### config.mk
export PLATFORM = sky130hd
export DESIGN_NAME = shift_reg_ctrl
export DESIGN_NICKNAME = d
export VERILOG_FILES = /design/src/rtl/shift_ctrl_pkg.sv /design/src/rtl/shift_cnt.sv /design/src/rtl/shift_reg_ctrl.sv
export SDC_FILE = /design/constraint.sdc
export NUM_CORES = 1
export LEC_CHECK = 0
export CORE_MARGIN = 1
export CORE_UTILIZATION = 43
export CTS_BUF_LIST = sky130_fd_sc_hd__clkbuf_8
export CTS_CLUSTER_SIZE = 25
export DETAILED_ROUTE_END_ITERATION = 8
export GPL_TIMING_DRIVEN = 0
export PLACE_DENSITY = 0.78
export SLEW_MARGIN = 15
export SYNTH_ARGS = -nofsm -noshare
export SYNTH_HDL_FRONTEND = slang
export SYNTH_SLANG_ARGS = --single-unit
### constraint.sdc
create_clock -name clk -period 1.7 [get_ports clk]
set_input_delay 0.51 -clock clk [delete_from_list [all_inputs] [get_ports clk]]
set_output_delay 0.51 -clock clk [all_outputs]
set_load 0.05 [all_outputs]
### src/rtl/shift_ctrl_pkg.sv
// Shared encodings for the shift register command sequencer:
// register mode codes, command opcodes and controller state.
package shift_ctrl_pkg;

    localparam logic [1:0] MODE_HOLD = 2'b00;
    localparam logic [1:0] MODE_SHR  = 2'b01;
    localparam logic [1:0] MODE_SHL  = 2'b10;
    localparam logic [1:0] MODE_LOAD = 2'b11;

    localparam logic [1:0] OP_LOAD     = 2'b00;
    localparam logic [1:0] OP_SHR      = 2'b01;
    localparam logic [1:0] OP_SHL      = 2'b10;
    localparam logic [1:0] OP_LOAD_SHR = 2'b11;

    typedef enum logic [2:0] {
        ST_IDLE,
        ST_LOAD,
        ST_SHIFT,
        ST_CAPTURE,
        ST_RESP
    } state_t;

endpackage

### src/rtl/shift_cnt.sv
// Loadable down-counter for the shift phase; saturates at zero so a
// full-scale count never wraps, and flags the final cycle via last.
module shift_cnt #(
    parameter int CNT_W = 3
) (
    input  logic             clk,
    input  logic             rst,
    input  logic             load,
    input  logic             dec,
    input  logic [CNT_W-1:0] load_val,
    output logic [CNT_W-1:0] count,
    output logic             last
);

    always_ff @(posedge clk or negedge rst) begin
        if (!rst) begin
            count <= '0;
        end else if (load) begin
            count <= load_val;
        end else if (dec && (count != '0)) begin
            count <= count - 1'b1;
        end
    end

    assign last = (count == CNT_W'(1));

endmodule

### src/rtl/shift_reg_ctrl.sv
// Command sequencer for a 4-mode universal shift register: accepts one
// command, drives mode/data_in for the needed cycles, returns data_out.
module shift_reg_ctrl
    import shift_ctrl_pkg::*;
#(
    parameter int WIDTH = 4,
    parameter int CNT_W = 3
) (
    input  logic             clk,
    input  logic             rst,
    input  logic             cmd_valid,
    output logic             cmd_ready,
    input  logic [1:0]       cmd_op,
    input  logic [WIDTH-1:0] cmd_data,
    input  logic [CNT_W-1:0] cmd_cnt,
    output logic [1:0]       sr_mode,
    output logic [WIDTH-1:0] sr_data_in,
    input  logic [WIDTH-1:0] sr_data_out,
    output logic             rsp_valid,
    input  logic             rsp_ready,
    output logic [WIDTH-1:0] rsp_data,
    output logic             busy
);

    state_t           state, state_next;
    logic [1:0]       op_q;
    logic [1:0]       op_sel;
    logic [1:0]       mode_next;
    logic [CNT_W-1:0] count;
    logic             last;
    logic             accept, cnt_dec, capture, release_rsp;

    shift_cnt #(.CNT_W(CNT_W)) u_cnt (
        .clk      (clk),
        .rst      (rst),
        .load     (accept),
        .dec      (cnt_dec),
        .load_val (cmd_cnt),
        .count    (count),
        .last     (last)
    );

    assign cmd_ready = (state == ST_IDLE);
    assign busy      = (state != ST_IDLE);

    // The opcode is not latched yet on the accepting edge, so look at the bus then.
    assign op_sel = (state == ST_IDLE) ? cmd_op : op_q;

    always_comb begin
        state_next  = state;
        mode_next   = MODE_HOLD;
        accept      = 1'b0;
        cnt_dec     = 1'b0;
        capture     = 1'b0;
        release_rsp = 1'b0;
        case (state)
            ST_IDLE: begin
                if (cmd_valid) begin
                    accept = 1'b1;
                    if ((cmd_op == OP_LOAD) || (cmd_op == OP_LOAD_SHR)) begin
                        state_next = ST_LOAD;
                    end else if (cmd_cnt != '0) begin
                        state_next = ST_SHIFT;
                    end else begin
                        state_next = ST_CAPTURE;
                    end
                end
            end
            ST_LOAD: begin
                if ((op_q == OP_LOAD_SHR) && (count != '0)) begin
                    state_next = ST_SHIFT;
                end else begin
                    state_next = ST_CAPTURE;
                end
            end
            ST_SHIFT: begin
                cnt_dec = 1'b1;
                if (last) begin
                    state_next = ST_CAPTURE;
                end
            end
            ST_CAPTURE: begin
                capture    = 1'b1;
                state_next = ST_RESP;
            end
            ST_RESP: begin
                if (rsp_ready) begin
                    release_rsp = 1'b1;
                    state_next  = ST_IDLE;
                end
            end
            default: state_next = ST_IDLE;
        endcase

        // sr_mode is registered, so it is derived from the state being entered.
        case (state_next)
            ST_LOAD:  mode_next = MODE_LOAD;
            ST_SHIFT: mode_next = (op_sel == OP_SHL) ? MODE_SHL : MODE_SHR;
            default:  mode_next = MODE_HOLD;
        endcase
    end

    always_ff @(posedge clk or negedge rst) begin
        if (!rst) begin
            state      <= ST_IDLE;
            sr_mode    <= MODE_HOLD;
            sr_data_in <= '0;
            rsp_valid  <= 1'b0;
            rsp_data   <= '0;
            op_q       <= OP_LOAD;
        end else begin
            state   <= state_next;
            sr_mode <= mode_next;
            if (accept) begin
                sr_data_in <= cmd_data;
                op_q       <= cmd_op;
            end
            if (capture) begin
                rsp_data  <= sr_data_out;
                rsp_valid <= 1'b1;
            end
            if (release_rsp) begin
                rsp_valid  <= 1'b0;
                sr_data_in <= '0;
            end
        end
    end

endmodule

## Yosys cells after proc, flatten, opt, wreduce, memory -nomap -nowiden

Index checks and enable logic that the tools add are counted.

| operators by class | value |
|---|---|
| add/subtract/negate cells | 1 |
| mux-type cells | 22 |
| reduce and logical (&&, ||, !) cells | 11 |
| equal/unequal tests | 10 |

Operator list:

| kind | count |
|---|---|
| 2-to-1 mux 3 bit | 5 |
| case mux 3 bit (5 select lines) | 1 |
| 2-to-1 mux 1 bit | 10 |
| equality test 3 x 1 -> 1 bit, second input constant | 3 |
| equality test 3 x 2 -> 1 bit, second input constant | 3 |
| nonzero test 3 bit | 3 |
| 2-to-1 mux 4 bit | 2 |
| equality test 2 bit, second input constant | 3 |
| 2-to-1 mux 2 bit | 3 |
| nonzero test 2 bit | 3 |
| case mux 2 bit (2 select lines) | 1 |
| equality test 3 bit, second input constant | 1 |
| zero test 3 bit | 1 |
| subtractor 3 x 1 -> 3 bit, second input constant | 1 |
| logical AND 1 bit | 2 |
| zero test 2 bit | 1 |
| logical OR 1 bit | 1 |

| storage, ports and cells | value |
|---|---|
| flip-flop bits (word level) | 19 |
| input port bits | 17 |

## Depth between registers and ports, before layout

Gate-level depths: netlist of the first run.

| depth | value |
|---|---|
| depth after elaboration | 7 |
| mapped depth | 6 |

## Hierarchy

Synthesis of the first run repeated with hierarchy kept, for this count alone.

| unflattened totals | value |
|---|---|
| cells, all modules | 101 |
| area, all modules | 1061.0 um^2 |

Modules (own cells, without submodules):

| module | sequential area each (um^2) | cells each | times used | area each (um^2) |
|---|---|---|---|---|
| shift_reg_ctrl | 400.4 | 77 | 1 | 839.6 |
| shift_cnt | 75.1 | 24 | 1 | 221.5 |

## Worst setup path after synthesis of the first run

OpenSTA, ideal clock, no wires.

| path | value |
|---|---|
| path kind | register -> output |
| from | reg state[2] |
| to | out busy |
| arrival time | 1.731 ns |
| stages on the path, launching flop included | 4 |
| path buffers | 1 |
| setup slack | -0.541 ns |
| cell sequence | dfrtp_1 -> buf_4 -> nor3_2 -> inv_1 |

| between the ends | value |
|---|---|
| cells in the longest elaborated chain, start to end | 1 |

Ends and longest elaborated chain:

| what | RTL line | source |
|---|---|---|
| start: declaration | shift_reg_ctrl.sv:25 | `state_t state, state_next;` |
| start signal: assignment | shift_reg_ctrl.sv:112 | `state <= state_next;` |
| nonzero test 3 bit | shift_reg_ctrl.sv:44 | `assign busy = (state != ST_IDLE);` |
| end: declaration | shift_reg_ctrl.sv:22 | `output logic busy` |

No other way between the ends.

## Final worst setup path of the first run

| path | value |
|---|---|
| from | reg state[1] |
| to | out busy |

The elaborated chain is that of the path after synthesis.

==> results of run 1 <==
-- worst max path at each step --
stage / from / endpoint / slack [ns]
after floorplan: state[0]$_DFF_PN0_ / busy / -0.21
after global placement: cmd_op[1] / sr_mode[0]$_DFF_PN0_ / -0.44
after detailed placement: cmd_op[1] / sr_mode[0]$_DFF_PN0_ / -0.48
after CTS: state[2]$_DFF_PN0_ / busy / -0.07
after global routing: state[1]$_DFF_PN0_ / busy / -0.1
final: state[1]$_DFF_PN0_ / busy / -0.05
-- synth_stat cells (all sizes together) --
| library cell | count | area [µm²] |
|---|---|---|
| dfrtp | 19 | 475 |
| inv | 7 | 26.3 |
| mux2 | 6 | 67.6 |
| a22o | 5 | 43.8 |
| nand2 | 5 | 18.8 |
| o21ai | 4 | 20.0 |
| buf | 3 | 23.8 |
| ha | 3 | 37.5 |
| nor3 | 3 | 20.0 |
| a221o | 2 | 20.0 |
| and2 | 2 | 15.0 |
| mux2i | 2 | 20.0 |
| nand2b | 2 | 12.5 |
| nand3b | 2 | 15.0 |
| nor2 | 2 | 7.51 |
| nor2b | 2 | 12.5 |
| xnor2 | 2 | 17.5 |
| a211o | 1 | 10.0 |
| a21oi | 1 | 5.00 |
| a2bb2oi | 1 | 8.76 |
| a32oi | 1 | 8.76 |
| and3b | 1 | 10.0 |
| nand3 | 1 | 5.00 |
| nor4b | 1 | 15.0 |
| o21bai | 1 | 7.51 |
| o32ai | 1 | 27.5 |
| or3b | 1 | 8.76 |
-- report_power, final --
group	leakage [µW]	total (µW)	switching, µW	internal, µW
combinational	0.000457	2240	1240	1000
clock	0.0000269	310	149	161
sequential	0.000227	835	149	687
-- repair_timing --
action / 4_1_cts / 5_1_grt
pin swaps: 4 / 3
buffers inserted: 5 / 8
endpoints found under the setup margin: 18 / 8
gates resized for setup: 38 / 16
endpoints found under the hold margin: 0 / 0
-- cell usage in the layout, fill, tap and decap left out, types with 2 or more instances in the layout --
cell,n
dfrtp_1,17
dlygate4sd2_1,13
clkdlybuf4s50_1,12
buf_4,11
buf_6,5
nand2_1,5
inv_1,5
mux2_2,5
a22o_1,5
inv_2,3
clkbuf_8,3
and2_4,2
nor2_1,2
nand3b_1,2
a221o_1,2
o21ai_0,2
mux2i_1,2
ha_1,2
dfrtp_2,2
-- cell type report --
type                            count  area, µm²  share of cell area (%)
Multi-Input combinational cell     52        499                    33.4
Sequential cell                    19        478                    32.0
Timing Repair Buffer               42        388                    26.0
Clock buffer                        3       41.3                    2.77
Tap cell                           27       33.8                    2.26
Inverter                            7       26.3                    1.76
Buffer                              2       22.5                    1.51
Clock inverter                      1       3.75                   0.251
-- per-stage QoR --
| stage | total power [µW] | cell area (µm²) | TNS (ns) | cells |
|---|---|---|---|---|
| 4_1_cts | 3120 | 1400 | -0.144 | 146 |
| 5_1_grt | 3590 | 1490 | -0.232 | 153 |
| 6_report | 3380 | 1490 | -0.0525 | 153 |
| 3_5_place_dp | 2710 | 1290 | -3.00 | 137 |
| 3_3_place_gp | 2650 | 1290 | -2.65 | 137 |
| 2_1_floorplan | 2180 | 966 | -0.449 | 81 |
-- sequential cells by signal (all words and copies together) (netlist names) --
name,count
op_q,2
rsp_data,4
rsp_valid,1
sr_data_in,4
sr_mode,2
state,3
u_cnt.count,3
-- metal layers --
metal,up-vias,share of wire (%)
met1,408,42
met5,-,0
met2,25,52
met3,2,4.2
li1,375,-
met4,0,0.90
-- logic make-up (layout without fill, tap and decap cells) --
logic type | Yosys count | count (layout) | synth area share, %
DFF | 19 | 19 | 49.5
muxes | 8 | 8 | 9.13
buffers and inverters | 10 | 55 | 5.22
adders and majority gates | 3 | 3 | 3.91
and+or+nand+nor | 22 | 22 | 14.6
xor gates and xnor gates | 2 | 2 | 1.83
AOI/OAI and AO/OA | 17 | 17 | 15.8
==> summary by stage, run 1 <==
Route
Once detail routing completed, the nets flagged for antenna violations numbered 0. The via count is 810. The number of iterations in the first detailed-routing pass is 4.

The first routing iteration left 10 violations. For this run, design rule violations remaining after detail routing come to 0. Wires add up to 2330 µm. After detailed routing, the number of vias per cell comes to 5.29. In the final routed layout, each cell accounts on average for 15.2 µm.

Place
Detailed placement ended at an HPWL of 1520 µm. Input and output buffers added on the ports amount to 29. The congestion estimate from routability-driven global placement came to 0.818. The post-place setup slack is -0.482 ns.

Setup path
In this design, the stage delay of the slowest critical-path cell is 0.46 ns. The worst register-to-register path has a setup slack of 0.04 ns. In this design, the largest share of critical-path delay is due to flip-flops. The critical path crosses 4 cells after its start point. STA classifies the critical path startpoint as a flop. The signal on the critical path passes through nor3_4 > buf_6 > inv_2 > buf_6.

The largest driver fanout on the critical path is 5. Together, buffers and inverters on the worst path number 3. On the critical path, the stage with the largest delay is an instance of dfrtp_2.

The kind of end point of the critical path is a primary output. In this run the critical register-to-register path is launched from u_cnt.count[1]$_DFFE_PN0P_. The cell count of the worst reg-to-reg path is 6.

The critical path data arrival time is 1.24 ns. The cell repeated most along the worst path is buf_6. The required time reported for the critical path endpoint is 1.19 ns. The end of the worst register-to-register path is u_cnt.count[1]$_DFFE_PN0P_.

The critical path in this run is classified as flop to primary output.

STA
The timing-limited maximum frequency is 0.572 GHz. The worst max-slew margin expressed relative to the limit is 45.3%. The hold slack is 0.499 ns. Subtracting the final worst setup slack from the clock period gives 1.75 ns. The transition time at the pin with the least slew margin is 0.818 ns. The count of endpoints failing hold in the final timing report came to 0. Setup repair after global routing could not meet its margin everywhere. Across all setup checks in the final design, the least slack found is -0.0479 ns. Between clock sinks in the finished design, the worst skew comes to 0.00206 ns. Setup violations remaining at the end of the flow were counted as 2. The max-slew violation count is 0. After layout, the worst path uses 103% of the clock period.

Synth
The cell count after synthesis came out at 81. The flip-flop and latch count after synthesis is 19. The count of distinct cell types in the synthesized netlist is 32. The warning count from the yosys run is 0. The sequential-to-total area share from yosys stat is 49.5%. The synthesized net count is 101.

The cell area that synthesis handed to floorplanning was 960 µm². A synthesized cell averages 11.8 µm².

Power
IR analysis of the VDD net gives a maximum drop of 1530 µV. The static leakage power is 0.000712 µW. The power per cell area is 2270 nW/µm².

Status
The checks that failed: negative setup slack. The run finished, with violations left.

GRT
The met1 routing resource usage after global routing is 25.8%. The initial antenna violation count was 0. The overall routing resource usage is 21.0%.

The via count of the first global-routing pass is 824. For met2 alone, demand over resource in global routing was 36.8%. The most congested layer reported by global routing is met2. After global routing the overflow that remains totals 0. The maximum number of pins on one net before global-route repair is 20.

The fraction of met3 tracks used by global routing is 2.18%. The global-route wire length before repair is 3810 µm.

Clock tree
In this run, CTS created clock tree buffers numbering 3. The clock transition time at the flip-flop clock pins of the worst setup and hold paths is 0.07 ns. The latest clock arrival within the worst-skew pair is 0.26 ns.

CTS placed an instance of clkbuf_8 at the clock tree root. In this run the deepest clock path goes through 2 buffers. For this design, the CTS-stage hold fixing added 0 buffers.

TritonCTS built the clock tree. In this run the number of H-tree levels came out at 1. Counting every sink on the clock net gives 19.

Min path
The class of the worst hold path is flop to flop. The number of cells traversed by the worst hold path is 1. The destination of the worst hold path is sr_data_in[3]$_DFFE_PN0P_. The source of the worst hold timing path is sr_data_in[3]$_DFFE_PN0P_.

Finish
The antenna cell count is 0. The filler cells instantiated in the layout total 133. The final net count is 147.

In the final layout, the share of cells above drive strength 1 is 34.9%. The area added between synthesis and finish is 55.5%. Cells fill 73.8% of the core in the end.

Run
The number of max-cap violations is 0.

Die
The floorplan step set the die width to 49.2 µm. The effective utilization at floorplan is 47.5%. In this run the vertical extent of the chip is 49.2 µm.

The total die area is 2420 µm². The number of top-level pins is 30. The initialized floorplan defines 16 standard-cell rows. The floorplan step defined a core boundary enclosing 2020 µm².
Note: power is estimated with default switching activity, not from simulation.
==> run 2, diff against run 1 <==
--- a/config.mk
+++ b/config.mk
@@ -6,12 +6,13 @@
 export NUM_CORES = 1
 export LEC_CHECK = 0
 export CORE_MARGIN = 1
-export CORE_UTILIZATION = 43
+export CORE_UTILIZATION = 50
 export CTS_BUF_LIST = sky130_fd_sc_hd__clkbuf_8
 export CTS_CLUSTER_SIZE = 25
 export DETAILED_ROUTE_END_ITERATION = 8
+export DONT_BUFFER_PORTS = 1
 export GPL_TIMING_DRIVEN = 0
-export PLACE_DENSITY = 0.78
+export PLACE_DENSITY = 0.68
 export SLEW_MARGIN = 15
 export SYNTH_ARGS = -nofsm -noshare
 export SYNTH_HDL_FRONTEND = slang
==> run 2 against run 1 <==
The flow still finishes with violations (negative setup slack). Clock skew hardly changed. Non-clock buffer count is 34 lower. Die area is 13% lower. Critical path depth is 2 lower. Via count is 21% lower. Wire length is 24% lower. Worst setup slack worse by 0.47 ns. Hold slack worse by 0.12 ns. Flip-flop and latch count stayed put. Final cell count is 24% lower. Critical endpoint unchanged.
==> summary by stage, run 2 (same netlist as run 1, synthesis figures left out) <==
Run
The number of max-cap violations is 0.

Finish
The largest registers in the layout are rsp_data (4), sr_data_in (4). The leading cell type in the layout, fill and taps excluded is dfrtp_1. The final net count is 113. Counting the fill cells in the layout gives 150. The antenna cell count is 0. The area added between synthesis and finish is 20.3%. After routing the design area is 1150 µm². The fraction of final layout cells sized beyond drive strength 1 is 33.7%. Excluding fillers, the count of instances in the completed layout stands at 117. The library cells used most frequently in the layout, excluding fill and tap cells, are dfrtp_1 (17), inv_1 (7), buf_6 (6).

Setup path
The kind of end point of the critical path is a primary output. The critical path crosses 2 cells after its start point. The largest delay contributor family on the critical path is simple AND/OR/NAND/NOR gates. The signal on the critical path passes through nor3_4 > inv_1. The flop-to-flop setup slack is -0.20 ns. The end of the worst register-to-register path is u_cnt.count[1]$_DFFE_PN0P_. STA classifies the critical path startpoint as a flop. The slowest stage cell on the critical path is nor3_4. In this run the worst path has a maximum fanout of 5. The end point of the critical path is busy. The required time reported for the critical path endpoint is 1.19 ns. For the worst flop-to-flop path, the logic depth is 5. The buffer and inverter count on the worst path is 1. The peak per-stage delay on the critical path is 0.60 ns.

The critical path data arrival time is 1.70 ns. The class of the most critical setup path is flop to primary output. The launching instance or port of the critical path is state[0]$_DFF_PN0_.

The startpoint identified for the worst register-to-register timing path is state[0]$_DFF_PN0_.

Route
The per-cell routed wire length is 15.1 µm. The number of iterations in the first detailed-routing pass is 4. After detailed routing, the number of remaining DRC violations is 0. The total wire length is 1760 µm. The via count is 641. The number of DRC violations after detailed-routing iteration 0 is 18. The via density per instance is 5.48.

The residual antenna-violating net count after detailed routing is 0.

Clock tree
The latest clock arrival within the worst-skew pair is 0.25 ns. The clock transition time at the flip-flop clock pins of the worst setup and hold paths is 0.07 ns. The TritonCTS clock tree is built. The number of clock sinks seen by CTS is 19. The depth of the CTS H-tree is 1. The TritonCTS buffer count is 3.

The clock passes through at most 2 buffers. The clock root buffer is clkbuf_8.

GRT
Entering global routing, the biggest net connects 20 pins. The overflow left after global routing is 0. The via count of the first global-routing pass is 612. The first global-routing pass estimated 2730 µm of wire. The initial antenna violation count was 0. The overall routing resource usage is 19.2%.

Place
The post-place setup slack is -0.333 ns. The estimated wirelength of the detail-placed design is 1270 µm. The routability congestion estimate is 0.760. The number of port buffers is 0. In this run, placement finished with an instance count of 106. The placed instances occupy a cell area of 997 µm².

STA
At the pin with the least slew margin, the transition time is 0.836 ns. The hold slack is 0.382 ns. Dividing the final minimum period by the clock period gives 130%.

Setup repair after global routing could not meet its margin everywhere. For the final database, setup skew stands at 0.00211 ns. The worst max-slew margin expressed relative to the limit is 44.1%. In the post-route analysis, the smallest setup slack over all paths is -0.513 ns. Setup violations remaining at the end of the flow were counted as 12. The shortest clock period the worst path allows after layout is 2.21 ns. The timing-limited maximum frequency is 0.452 GHz. The max-slew violation count was 0. The count of endpoints failing hold in the final timing report is 0.

Die
The core region area is 1760 µm². The floorplan has 15 rows. For this design the top-level I/O count stands at 30. The floorplan step set the die height to 45.8 µm. The horizontal die dimension is 45.8 µm. The floorplan step defined a die boundary enclosing 2100 µm².

The initial utilization of the core area, before any placement, comes to 54.4%.

Status
The checks that failed: negative setup slack. The flow ran to the end, but the final reports show violations.

Min path
The class of the worst hold path is input pin to flop.
run 2: changes by cell type in the layout (fill, tap and decap cells not counted), sizes merged:
cell / change
dlygate4sd2: -13
clkdlybuf4s50: -12
dlymetal6s2s: -1
buf: -8
dlygate4sd3: +1
clkinv: +1
clkdlybuf4s15: -1
inv: -1
run 2: what timing repair did:
item                       CTS  global route
pin swaps                    8             4
hold endpoints to repair    19             0
hold buffers                 1             0
setup endpoints to repair   13            13
gates resized for setup     12             7
buffers inserted             4             3
run 2: area by class of cell:
cell class | count | area, µm² | share of cell area (%)
clock inverter | 1 | 5.00 | 0.433
clock buffer | 3 | 41.3 | 3.58
buffer | 2 | 22.5 | 1.95
timing repair buffer | 8 | 77.6 | 6.72
tap | 25 | 31.3 | 2.71
inverter | 7 | 26.3 | 2.28
multi-input combinational | 52 | 473 | 41.0
sequential | 19 | 478 | 41.4
run 2: worst min path at each step:
| stage | from | endpoint | slack [ns] | depth (start not counted) |
|---|---|---|---|---|
| final | cmd_op[1] | op_q[1]$_DFFE_PN0P_ | 0.38 | 2 |
| after CTS | cmd_op[1] | op_q[1]$_DFFE_PN0P_ | 0.38 | 2 |
| after detailed placement | rst | sr_mode[1]$_DFF_PN0_ | 0.21 | 0 |
| after global placement | rst | sr_mode[1]$_DFF_PN0_ | 0.21 | 0 |
| after global routing | sr_data_out[2] | rsp_data[2]$_DFFE_PN0P_ | 0.39 | 1 |
| after floorplan | rst | op_q[0]$_DFFE_PN0P_ | 0.21 | 0 |
run 2: stage by stage:
step / utilization, % / setup TNS, ns
after floorplan: - / -0.449
after global routing: 65.5 / -2.17
after detailed placement: 56.5 / -1.68
final: 65.5 / -1.33
after global placement: 56.5 / -1.50
after CTS: 63.5 / -1.73
run 2: routing by layer:
metal,up-vias,track usage (%),wire length [µm]
met5,-,0,0
met3,2,8.33,111
li1,309,-,-
met1,309,26.1,804
met4,0,5.29,11
met2,21,28.0,836
Power of run 2 is not shown: default switching activity piles up to over one toggle a cycle in this logic, so the estimate is an artifact.
